==> src/rtl/univ_shift_reg_pkg.sv <==
`default_nettype none
// ============================================================================
// Module   : univ_shift_reg_pkg
// Purpose  : Shared definitions for the universal shift register: operation
//            mode encodings and the shift-counter width helper. Imported by
//            the RTL and by the testbench so both agree on the encodings.
// Revision : 1.0 - initial release
// ============================================================================
package univ_shift_reg_pkg;

    // Operation select encodings for the 2-bit mode input.
    localparam logic [1:0] MODE_HOLD = 2'b00;
    localparam logic [1:0] MODE_SHR  = 2'b01;
    localparam logic [1:0] MODE_SHL  = 2'b10;
    localparam logic [1:0] MODE_LOAD = 2'b11;

    // Bits needed to represent values 0..width inclusive.
    function automatic int cnt_width(input int width);
        return $clog2(width + 1);
    endfunction

    // True for the two shifting modes (either direction).
    function automatic logic is_shift(input logic [1:0] mode);
        return (mode == MODE_SHR) || (mode == MODE_SHL);
    endfunction

endpackage : univ_shift_reg_pkg
`default_nettype wire

==> src/rtl/univ_shift_reg_shift_counter.sv <==
`default_nettype none
// ============================================================================
// Module   : shift_counter
// Purpose  : Counts enabled shifts (both directions together) since the last
//            load or reset and emits a registered one-cycle pulse when WIDTH
//            shifts have accumulated, wrapping the count back to zero.
// Ports    : clk      - clock, rising edge
//            rst_n    - asynchronous active-low reset
//            i_en     - clock enable; 0 freezes the count, pulse drops
//            i_shift  - current operation is a shift (either direction)
//            i_load   - current operation is a parallel load (clears count)
//            o_done   - one-cycle pulse following the WIDTH-th shift
// Revision : 1.0 - initial release
// ============================================================================
module shift_counter
    import univ_shift_reg_pkg::*;
#(
    parameter int WIDTH = 8
) (
    input  logic clk,
    input  logic rst_n,
    input  logic i_en,
    input  logic i_shift,
    input  logic i_load,
    output logic o_done
);

    localparam int            CW     = cnt_width(WIDTH);
    localparam logic [CW-1:0] c_LAST = CW'(WIDTH - 1);

    logic [CW-1:0] r_cnt;
    logic          r_done;
    logic          w_wrap;

    // The shift that would take the count to WIDTH wraps it to 0 instead;
    // that same condition, registered, is the completion pulse.
    assign w_wrap = i_en && i_shift && (r_cnt == c_LAST);

    always_ff @(posedge clk or negedge rst_n) begin
        if (!rst_n) begin
            r_cnt  <= '0;
            r_done <= 1'b0;
        end else begin
            r_done <= w_wrap;
            if (i_en) begin
                if (i_load) begin
                    r_cnt <= '0;
                end else if (i_shift) begin
                    r_cnt <= w_wrap ? '0 : r_cnt + CW'(1);
                end
            end
        end
    end

    assign o_done = r_done;

endmodule : shift_counter
`default_nettype wire

==> src/rtl/univ_shift_reg.sv <==
`default_nettype none
// ============================================================================
// Module   : univ_shift_reg
// Purpose  : WIDTH-bit universal shift register: hold, shift right, shift
//            left and parallel load, with clock enable, serial taps and a
//            completion pulse every WIDTH shifts since the last load/reset.
// Ports    : clk        - clock, rising edge
//            rst_n      - asynchronous active-low reset (Q <= RESET_VAL)
//            en         - clock enable; 0 freezes all state
//            mode       - 00 hold, 01 shift right, 10 shift left, 11 load
//            sin_r      - serial bit entering at the MSB on a right shift
//            sin_l      - serial bit entering at the LSB on a left shift
//            D          - parallel load data
//            Q          - registered contents
//            sout_r     - Q[0], the bit leaving on a right shift
//            sout_l     - Q[WIDTH-1], the bit leaving on a left shift
//            shift_done - one-cycle pulse after every WIDTH-th shift
// Notes    : WIDTH legal range is 1..64.
// Revision : 1.0 - initial release
// ============================================================================
module univ_shift_reg
    import univ_shift_reg_pkg::*;
#(
    parameter int               WIDTH     = 8,
    parameter logic [WIDTH-1:0] RESET_VAL = '0
) (
    input  logic             clk,
    input  logic             rst_n,
    input  logic             en,
    input  logic [1:0]       mode,
    input  logic             sin_r,
    input  logic             sin_l,
    input  logic [WIDTH-1:0] D,
    output logic [WIDTH-1:0] Q,
    output logic             sout_r,
    output logic             sout_l,
    output logic             shift_done
);

    logic [WIDTH-1:0] r_q;
    logic [WIDTH-1:0] w_shr;
    logic [WIDTH-1:0] w_shl;
    logic [WIDTH-1:0] w_next;

    // A 1-bit register has no neighbours to shift in from, so both shift
    // directions degenerate into loading the serial input.
    generate
        if (WIDTH == 1) begin : g_w1
            assign w_shr = sin_r;
            assign w_shl = sin_l;
        end else begin : g_wn
            assign w_shr = {sin_r, r_q[WIDTH-1:1]};
            assign w_shl = {r_q[WIDTH-2:0], sin_l};
        end
    endgenerate

    // 4:1 next-state mux.
    always_comb begin
        w_next = r_q;
        case (mode)
            MODE_SHR:  w_next = w_shr;
            MODE_SHL:  w_next = w_shl;
            MODE_LOAD: w_next = D;
            default:   w_next = r_q;
        endcase
    end

    always_ff @(posedge clk or negedge rst_n) begin
        if (!rst_n) begin
            r_q <= RESET_VAL;
        end else if (en) begin
            r_q <= w_next;
        end
    end

    shift_counter #(
        .WIDTH (WIDTH)
    ) u_shift_counter (
        .clk     (clk),
        .rst_n   (rst_n),
        .i_en    (en),
        .i_shift (is_shift(mode)),
        .i_load  (mode == MODE_LOAD),
        .o_done  (shift_done)
    );

    assign Q      = r_q;
    assign sout_r = r_q[0];
    assign sout_l = r_q[WIDTH-1];

endmodule : univ_shift_reg
`default_nettype wire
==> config.mk <==
export PLATFORM = sky130hd
export DESIGN_NAME = univ_shift_reg
export DESIGN_NICKNAME = d
export VERILOG_FILES = /design/src/rtl/univ_shift_reg_pkg.sv /design/src/rtl/univ_shift_reg_shift_counter.sv /design/src/rtl/univ_shift_reg.sv
export SDC_FILE = /design/constraint.sdc
export NUM_CORES = 1
export LEC_CHECK = 0
export BUFFER_PORTS_ARGS = -buffer_cell sky130_fd_sc_hd__buf_2
export CAP_MARGIN = 20
export CORE_UTILIZATION = 52
export DETAILED_ROUTE_END_ITERATION = 10
export GPL_ROUTABILITY_DRIVEN = 0
export GPL_TIMING_DRIVEN = 0
export PLACE_DENSITY = 0.81
export SYNTH_ARGS = -nofsm -noshare
export SYNTH_HDL_FRONTEND = slang
export SYNTH_HIERARCHICAL = 1
export SYNTH_SLANG_ARGS = --single-unit
==> constraint.sdc <==
create_clock -name clk -period 2.1 [get_ports clk]
set_clock_uncertainty 0.05 [all_clocks]
set_input_delay 0.42 -clock clk [delete_from_list [all_inputs] [get_ports clk]]
set_output_delay 0.42 -clock clk [all_outputs]
set_load 0.1 [all_outputs]
==> results.md <==
- Slew margin rel.: 67.8%
- Top delay family on crit path: buffers and inverters
- Crit-path slowest cell: buf_2
- GRT overflow: 0
- Kind of critical path: reg -> out
- Vias in the first global route: 696
- Critical path origin: Q[0]
- Area grow syn2layout: 22.1%
- Layout cell share with drive strength beyond 1: 32.8%
- Status: finished clean
- IO Pins: 26
- Hold Violations, Final: 0
- CP bufs+invs: 2
- Routed WL: 1750 um
- # fillers: 113
- Worst-Skew Late Latency: 270 ps
- Count of mapped cells out of synthesis: 89
- Clock buffer depth: 2
- Post-Syn Area: 817 um2
- # diodes: 0
- Minimum clock period: 1660 ps
- DRT iter0 DRCs: 13
- Critical R2R Launch: u_shift_counter/r_cnt[0]
- IO buf count: 25
- Post-DP Area: 961 um2
- Die W: 41.6 um
- Netlist cell types: 25
- Finish-stage setup viols: 0
- Post-DP HPWL: 1270 um
- Crit path required time: 1630 ps
- FF+latch area: 325 um2
- Syn. warnings: 6
- DIE AREA: 1730 um2
- Crit end category: output port
- RSZ-0062 raised after global routing: no
- TritonRoute pass-1 iters: 4
- Crit-path max FO: 4
- Count of pins over their slew limit: 0
- Min-delay worst type: in -> reg
- Worst VDD drop: 0.673 mV
- FF+latch count, synth: 13
- Reg clk slew, reported paths: 80 ps
- Register area share after synthesis: 39.8%
- Final ANT Viol Nets: 0
- Syn Area/Cell: 9.18 um2
- CORE AREA: 1380 um2
- Antenna violations before repair: 0
- Post-Syn Nets: 109
- First-pass GRT wire length: 3020 um
- Crit path DAT: 1190 ps
- Worst hold start: D[7]
- Crit-path max cell delay: 410 ps
- CTS sink cnt: 13
- Fmax: 0.603 GHz
- Vias: 753
- Pwr per Cell Area: 1040 nW/um2
- Largest net degree at the start of global routing: 14
- Root Driver: clkbuf_4
- DRC Markers: 0
- Area of the multi-input gates: 412 um2
- Routed wire per std cell: 13.0 um
- CP startpoint kind: register
- Total CTS buffers: 3
- Rows: 13
- Fin nets: 140
- Final period util: 78.9%
- Setup TNS: 0 ps
- Post_cts resized: 0
- Die H: 41.6 um
- Initial Util: 59.1%
- CTS tree: done
- Worst-path cell chain: buf_4 -> buf_2
- Final instance area: 997 um2
- H-tree depth: 1
- Worst-Margin Slew: 486 ps
- Static leakage: 0.468 nW
- Max-cap violations: 0
- Post-CTS setup buffers: 0
- Detailed-route vias per instance: 5.62
- # hold bufs at CTS: 1
- Gr usage total: 22.3%
==> synthesized netlist by cell type <==
cell type  instances  share of area [%]
or3b_1             1                1.1
buf_4              4                3.7
a311o_2            1                1.4
nor3b_2            2                3.1
buf_2              1               0.61
a22o_1             1                1.1
a21oi_1            8                4.9
a31oi_1           10                7.7
nor3b_1            6                5.5
inv_1              5                2.3
nor2b_1            3                2.3
nand3_1            1               0.61
o2bb2ai_1          1                1.1
o21a_2             1                1.1
nor2_1             8                3.7
o31ai_1            1               0.92
and3b_1            1                1.1
ha_1               5                7.7
nor3_1             1               0.61
dfrtp_1           13                 40
nand4_1            1               0.77
nand2_1            9                4.1
o21ai_0            3                1.8
buf_6              1                1.4
buf_8              1                1.8
==> cell families (layout without fill, tap and decap cells) <==
group / Yosys count / count (layout) / share of synthesized area [%]
buffers and inverters: 12 / 42 / 9.80
and+or+nand+nor: 33 / 33 / 22.8
AOI/OAI and AO/OA: 26 / 26 / 19.9
adders and majority gates: 5 / 5 / 7.66
DFF: 13 / 13 / 39.8
==> state kept, by name, indices dropped and copies added, names as in the netlist <==
name	cells
u_shift_counter/r_cnt	4
u_shift_counter/o_done	1
Q	8
==> metrics by stage <==
step	power [mW]	hold slack (ps)	utilization (%)	std cells	worst slack [ps]
global route	1.09	353	72.1	134	399
CTS	1.03	339	72.1	134	441
floorplan	0.782	74.4	-	89	274
finish	1.03	335	72.1	134	443
global placement	0.866	270	69.5	129	304
detailed placement	0.879	279	69.5	129	248
==> metal layers <==
metal / track usage (%) / vias to the layer above / part of all wire (%)
li1: - / 377 / -
met1: 31.2 / 353 / 48
met2: 35.3 / 21 / 47
met3: 3.91 / 2 / 4.4
met4: 6.45 / 0 / 0.57
met5: 0 / - / 0
==> where the power goes <==
group / switching (mW) / leakage, nW / total [mW] / internal, mW
Clock: 0.0807 / 0.0150 / 0.154 / 0.0736
Sequential: 0.0579 / 0.151 / 0.365 / 0.307
Combinational: 0.378 / 0.302 / 0.513 / 0.135
==> worst min-delay path, delay by kind of cell <==
family                 cells  cell delay, ps
AND/OR/NAND/NOR            1              50
AO/OA/AOI/OAI              1              70
buffers and inverters      1             100
==> worst paths after layout <==
path                            slack [ps]                        to  depth (start not counted)
worst max-delay path                   440                      Q[0]                          2
worst min-delay path                   330                      Q[7]                          3
worst max register to register         820  u_shift_counter/r_cnt[0]                          4
worst min register to register         530  u_shift_counter/r_cnt[1]                          2
max in group asynchronous             1250  u_shift_counter/r_cnt[2]                          2
min in group asynchronous              510                      Q[7]                          2
==> cells in the final DEF, fill, tap and decap left out <==
cell,instances
nor2_1,8
o31ai_1,1
or3b_1,1
a311o_2,1
nor2b_1,3
o21a_2,1
clkbuf_4,3
buf_4,4
nor3_1,1
dlygate4sd3_1,1
ha_1,5
and3b_1,1
clkbuf_1,1
a22o_1,1
o2bb2ai_1,1
nor3b_2,2
buf_6,1
buf_8,1
nand3_1,1
nand2_1,9
a31oi_1,10
dfrtp_1,13
a21oi_1,8
nand4_1,1
buf_2,26
o21ai_0,3
inv_1,5
nor3b_1,6
==> area by class of cell <==
type                    instances  share of cell area, %
inverters                       5                   1.88
multi-input cells              64                   41.3
flip-flops and latches         13                   32.6
plain buffers                   7                   6.15
well taps                      15                   1.88
clock buffers                   4                   2.63
repair buffers                 26                   13.6
Power figures use the tool's default switching activity.
